$ cat src/rtl/pulse_period_meter.sv
// Measures idle cycles between consecutive single-cycle pulses, with a valid strobe,
// a timeout strobe when no pulse follows within 2^N cycles, and a stable-period flag.
module pulse_period_meter #(
  parameter int N = 8
) (
  input  logic         clk,
  input  logic         rst,
  input  logic         ena,
  input  logic         pulse_in,
  output logic [N-1:0] period,
  output logic         valid,
  output logic         overflow,
  output logic         stable
);

  typedef enum logic {S_IDLE, S_MEASURE} state_t;

  localparam logic [N-1:0] CNT_MAX = '1;

  state_t       state, state_nxt;
  logic [N-1:0] count, count_nxt;
  logic [N-1:0] period_nxt;
  logic         valid_nxt, overflow_nxt, stable_nxt;
  // Set once a measurement has completed since the last arm; gates the stable flag.
  logic         hist, hist_nxt;

  function automatic logic at_limit(input logic [N-1:0] c);
    return c == CNT_MAX;
  endfunction

  function automatic logic [N-1:0] count_inc(input logic [N-1:0] c);
    return c + {{(N-1){1'b0}}, 1'b1};
  endfunction

  always_ff @(posedge clk or negedge rst) begin
    if (!rst) begin
      state    <= S_IDLE;
      count    <= '0;
      period   <= '0;
      valid    <= 1'b0;
      overflow <= 1'b0;
      stable   <= 1'b0;
      hist     <= 1'b0;
    end else begin
      state    <= state_nxt;
      count    <= count_nxt;
      period   <= period_nxt;
      valid    <= valid_nxt;
      overflow <= overflow_nxt;
      stable   <= stable_nxt;
      hist     <= hist_nxt;
    end
  end

  always_comb begin
    state_nxt    = state;
    count_nxt    = count;
    period_nxt   = period;
    valid_nxt    = 1'b0;
    overflow_nxt = 1'b0;
    stable_nxt   = stable;
    hist_nxt     = hist;
    if (ena) begin
      unique case (state)
        S_IDLE: begin
          count_nxt = '0;
          if (pulse_in) begin
            state_nxt = S_MEASURE;
            hist_nxt  = 1'b0;
          end
        end
        S_MEASURE: begin
          if (pulse_in) begin
            // A pulse at the limit is still a measurement, never a timeout.
            period_nxt = count;
            valid_nxt  = 1'b1;
            count_nxt  = '0;
            stable_nxt = (count == period) && hist;
            hist_nxt   = 1'b1;
          end else if (at_limit(count)) begin
            overflow_nxt = 1'b1;
            stable_nxt   = 1'b0;
            hist_nxt     = 1'b0;
            count_nxt    = '0;
            state_nxt    = S_IDLE;
          end else begin
            count_nxt = count_inc(count);
          end
        end
        default: state_nxt = S_IDLE;
      endcase
    end
  end

endmodule

$ cat config.mk
export PLATFORM = sky130hd
export DESIGN_NAME = pulse_period_meter
export DESIGN_NICKNAME = d
export VERILOG_FILES = /design/src/rtl/pulse_period_meter.sv
export SDC_FILE = /design/constraint.sdc
export NUM_CORES = 1
export LEC_CHECK = 0
export BUFFER_PORTS_ARGS = -buffer_cell sky130_fd_sc_hd__buf_2
export CAP_MARGIN = 20
export CORE_ASPECT_RATIO = 0.6
export CORE_UTILIZATION = 28
export DETAILED_ROUTE_END_ITERATION = 8
export HOLD_SLACK_MARGIN = 0.06
export PLACE_DENSITY_LB_ADDON = 0.15
export SYNTH_ARGS = -nofsm -noshare
export SYNTH_HDL_FRONTEND = slang
export SYNTH_SLANG_ARGS = --single-unit
$ cat constraint.sdc
create_clock -name clk -period 1.9 [get_ports clk]
set_clock_uncertainty 0.05 [all_clocks]
set_input_delay 0.095 -clock clk [delete_from_list [all_inputs] [get_ports clk]]
set_output_delay 0.095 -clock clk [all_outputs]
set_load 0.01 [all_outputs]
# Word level (Yosys, flattened, before mapping)

Index checks and enable logic that the tools add are counted.

Bits in registers: 21
Bits of input ports: 4
Output and inout bits: 11
Logic and storage cells: 36

Add/subtract/negate cells: 1
Eq/ne operators: 4
Muxes and demuxes: 18
Bitwise logic cells: 1
Reduce and logical (&&, ||, !) cells: 5

Operators with widths:

| operator              | count |
|---|---|
| $mux W8               | 2 |
| $pmux W8 S2           | 1 |
| $mux W1               | 13 |
| $reduce_and A3 Y1     | 3 |
| $add A8 B1 Y8 const B | 1 |
| $eq A8 B8 Y1          | 1 |
| $eq A8 B8 Y1 const B  | 1 |
| $pmux W1 S2           | 2 |
| $ne A3 B2 Y1 const B  | 1 |
| $ne A2 B2 Y1 const B  | 1 |
| $reduce_bool A2 Y1    | 1 |
| $logic_and A1 B1 Y1   | 1 |
| $not A1 Y1            | 1 |

# Logic depth before layout (Yosys ltp)

Depth in word-level cells: 5
Depth in mapped cells: 5

# Least setup slack after synthesis

No wires, ideal clock.

Path type: register -> register
Start point: register count[0]
End point: register stable
Setup time: 0.122 ns
Arrival: 1.174 ns
Required time: 1.728 ns
Slack: 0.554 ns
Cell stages (with the launch flop): 6
Buffers on the path: 0
Clock period less this slack: 1.346 ns
Path through: dfrtp_1 ha_1 nand3_1 nor2_4 o211ai_1 a32o_1

Cells in the longest elaborated chain, start to end: 3
Elaborated cells on any way between the ends: 6
Classes of those cells: 2 x eq/ne; 1 x mux; 3 x reduce/logical

Ends and longest elaborated chain:

| element                                                                           | line   | source |
|---|---|---|
| start, declared                                                                   | 21     | `logic [N-1:0] count, count_nxt;` |
| start signal, assigned                                                            | 46     | `count <= count_nxt;` |
| $eq A8 B8 Y1, on equally long branches                                            | 28, 78 |  |
| $reduce_bool A2 Y1 (no source line) / $logic_and A1 B1 Y1 (equally long branches) | n/a    |  |
| $reduce_and A3 Y1 (no source line) / $mux W1 (equally long branches)              | n/a    |  |
| end signal, assigned                                                              | 50     | `stable <= stable_nxt;` |
| end, declared                                                                     | 13     | `output logic stable` |

Parallel ways exist; a longest one is shown, timed or not.
A chain may end at the register's enable or synchronous reset.

# Worst setup path after layout

Ends and elaborated chain as after synthesis.

==> summary.md <==
| Metric | Value |
|---|---|
| Vias per cell | 4.66 |
| Most frequent cell after synthesis | dfrtp_1 |
| Total CTS buffers | 3 |
| Reg2reg path depth | 5 |
| Post-synthesis compound-gate area fraction | 11.8% |
| Layout cells sized above 1 | 20.0% |
| Worst r2r src | count[0] |
| Initial antenna violation count | 0 |
| Synth top cells by count | dfrtp_1 (21), nand2_1 (10), nor2_1 (8) |
| Mapped Cells | 93 |
| Critical path's top delay family | flip-flops |
| Vias | about 720 |
| Tmin final | 1.55 ns |
| Post-synthesis to final-layout area growth | 17.6% |
| Post-DP HPWL | 1.57 mm |
| Gr ovfl total | 0 |
| Core ar. | 3300 um2 |
| Rel. slew slack | 67.6% |
| Status | finished clean |
| ANT nets after route | 0 |
| Vias in the first global route | 612 |
| WP data arrival | between 1.5 and 2 ns |
| Power per cell area | 786 nW/um2 |
| Tot GR Track Use | between 10 and 15% |
| Startpoint types | register |
| Final Cycle Share | around 80% |
| Postcts setup bufs | 0 |
| Net Count, Synth | 98 |
| Yosys warning count | 0 |
| Ant diodes | 0 |
| DRC Markers | 0 |
| Slew Viols, Final | 0 |
| Slowest-stage cell, CP | dfrtp_1 |
| Endpoint, Worst Hold | state |
| Number of iterations in the first detailed-routing pass | 4 |
| Die height | 48.0 um |
| Setup_tns | 0 ns |
| Synth Area in Adders | 1.27% |
| Synth Area in Simple Gates | between 10% and 20% |
| Xor/xnor share of the synthesized area | under 10% |
| Horiz. Die Dim | 78.7 um |
| Setup violators final | 0 |
| Io pins | 15 |
| Unrepaired setup endpoints after global routing | no |
| Worst Tran Pin Value | 0.486 ns |
| Crit-path max FO | 6 |
| Critical path, cell by cell | ha_1 > nand3_1 > nor2_4 > o211ai_1 > a32o_1 |
| Final net count | 116 |
| CTS Root Buffer Type | clkbuf_8 |
| Peak supply drop | 0.267 mV |
| Synth top area share | 53.2% |
| Min-Delay Path Class | in2reg |
| Clk sinks | 21 |
| Row cnt | 16 |
| CP required | 2.00 ns |
| Crit path largest cell delay | 0.48 ns |
| Max Buffers Root-to-Sink | 2 |
| FFs w/ async S/R, synth | 100% |
| Die outline area | 3780 um2 |
| H-Tree Depth | 1 |
| Reg clk slew, reported paths | ~0.080 ns |
| Gp weighted congestion | between 0.7 and 0.8 |
| Netlist cell types | 28 |
| WP buf/inv | 0 |
| IO buf count | 14 |
| Initial Util | between 20% and 30% |
| Max Cap Violations | 0 |
| Worst setup EP type | register |
| Hold Path Depth | 2 |
| Reg-to-Reg End | stable |
| Total Wirelength | 2.14 mm |
| Wirelength per Cell | 13.8 um |
| Synth Area per Inst | 10.6 um2 |
| Top_reg_cell synth | dfrtp_1 |
| Post-synthesis sequential area ratio | 53.2% |
| Fmax | 0.646 GHz |
| Area occupied by multi-input gates | 424 um2 |
| Final hold violations | 0 |
| Worst R2R Setup Slack | 0.35 ns |
| Top area cells in the synthesized netlist | dfrtp_1 (53%), xor2_1 (6.2%), mux2_1 (4.6%), nand2_1 (3.8%), o21ai_0 (3.0%) |
| Number of flops mapped to enable cells by yosys | 0 |
| Tot Pwr | 0.912 mW |
| Static leakage | 0.581 nW |
| Yosys reg bits | 21 |
| Initial DRC Count | 37 |
| Post-synthesis mux area share | 6.84% |
| CP Class | reg2reg |
| Hold_sp | pulse_in |
| First-pass GRT wire length | 3.30 mm |
| Clock Latency Late Sink | 0.26 ns |
| Largest family of logic cells by synthesized area | simple AND/OR/NAND/NOR gates |
| Fillcell total | 350 |
| Reg area | 526 um2 |
| Largest net degree at the start of global routing | 22 |
| Post-synthesis instance area | between 900 and 1000 um2 |
| CTS tree | built |
| Yosys top cell by area | dfrtp_1 |
[placed cells by master (no fill, tap or decap)]
| cell type | Yosys | layout |
|---|---|---|
| a22o_1 | 2 | 2 |
| xnor2_1 | 2 | 2 |
| nand4_2 | 1 | 1 |
| nand2_1 | 10 | 10 |
| nor2_1 | 8 | 8 |
| mux2_1 | 4 | 4 |
| clkbuf_8 | 0 | 3 |
| nand3_1 | 3 | 3 |
| buf_2 | 3 | 14 |
| nand4_1 | 2 | 2 |
| a21oi_1 | 1 | 1 |
| or2_1 | 1 | 1 |
| xor2_1 | 7 | 7 |
| dfrtp_1 | 21 | 21 |
| nor2_4 | 1 | 1 |
| a32o_1 | 1 | 1 |
| a222oi_1 | 1 | 1 |
| nor3_1 | 1 | 1 |
| mux2_2 | 2 | 2 |
| o22a_1 | 1 | 1 |
| o211ai_1 | 1 | 1 |
| buf_4 | 0 | 1 |
| nor4_1 | 2 | 2 |
| dlygate4sd3_1 | 0 | 1 |
| o21ai_0 | 6 | 6 |
| o31ai_1 | 1 | 1 |
| o21a_1 | 1 | 1 |
| clkbuf_1 | 0 | 1 |
| o22ai_1 | 2 | 2 |
| ha_1 | 1 | 1 |
| inv_1 | 6 | 6 |
| nand2b_1 | 1 | 1 |
[per-stage QoR]
step	cell area (um2)	instances	util, %	hold WS, ns	setup WS (ns)
CTS	1160	155	35.2	0.0768	0.363
global route	1160	155	35.2	0.0910	0.205
finish	1160	155	35.2	0.0772	0.351
global placement	1110	150	33.5	0.0335	0.418
floorplan	987	93	-	-0.251	0.554
detailed placement	1110	150	33.5	0.0389	0.372
[area by class of cell]
type,instances,share of cell area (%)
Sequential cell,21,45.3
Timing Repair Buffer,16,7.54
Tap cell,45,4.85
Inverter,6,1.94
Clock buffer,4,3.88
Multi-Input combinational cell,63,36.5
[report_power, final]
part,switching (mW),total [mW],internal [mW],leakage (nW)
sequential,0.0261,0.500,0.474,0.280
combinational,0.0701,0.123,0.0530,0.279
clock,0.140,0.289,0.149,0.0228
total,0.236,0.912,0.676,0.581
[sequential cells by signal, indices dropped and copies added (netlist names)]
name,count
count,8
hist,1
overflow,1
period,8
stable,1
state,1
valid,1
[timing repair]
| item | 4_1_cts | 5_1_grt |
|---|---|---|
| gates resized for setup | 0 | 0 |
| endpoints found under the hold margin | 21 | 0 |
| hold buffers | 1 | 0 |
[worst max-delay path by stage]
stage,cells past startpoint,to,from
finish,5,stable,count[0]
global route,5,count[4],count[0]
CTS,5,stable,count[0]
detailed placement,5,stable,count[0]
global placement,3,stable,state
floorplan,5,stable,count[0]
[per-layer routing]
layer,track usage [%],vias up,part of all wire (%)
met5,0,-,0
met4,1.11,0,0
met3,4.95,0,5.4
met2,16.5,12,37
met1,18.4,349,57
li1,-,361,-
[logic make-up (layout without fill, tap and decap cells)]
logic type | Yosys count | after routing
mux | 6 | 6
xor+xnor | 9 | 9
flops | 21 | 21
fa+ha+maj | 1 | 1
compound gates | 17 | 17
buf+inv | 9 | 26
simple gates | 30 | 30
(Power assumes the default switching activity.)
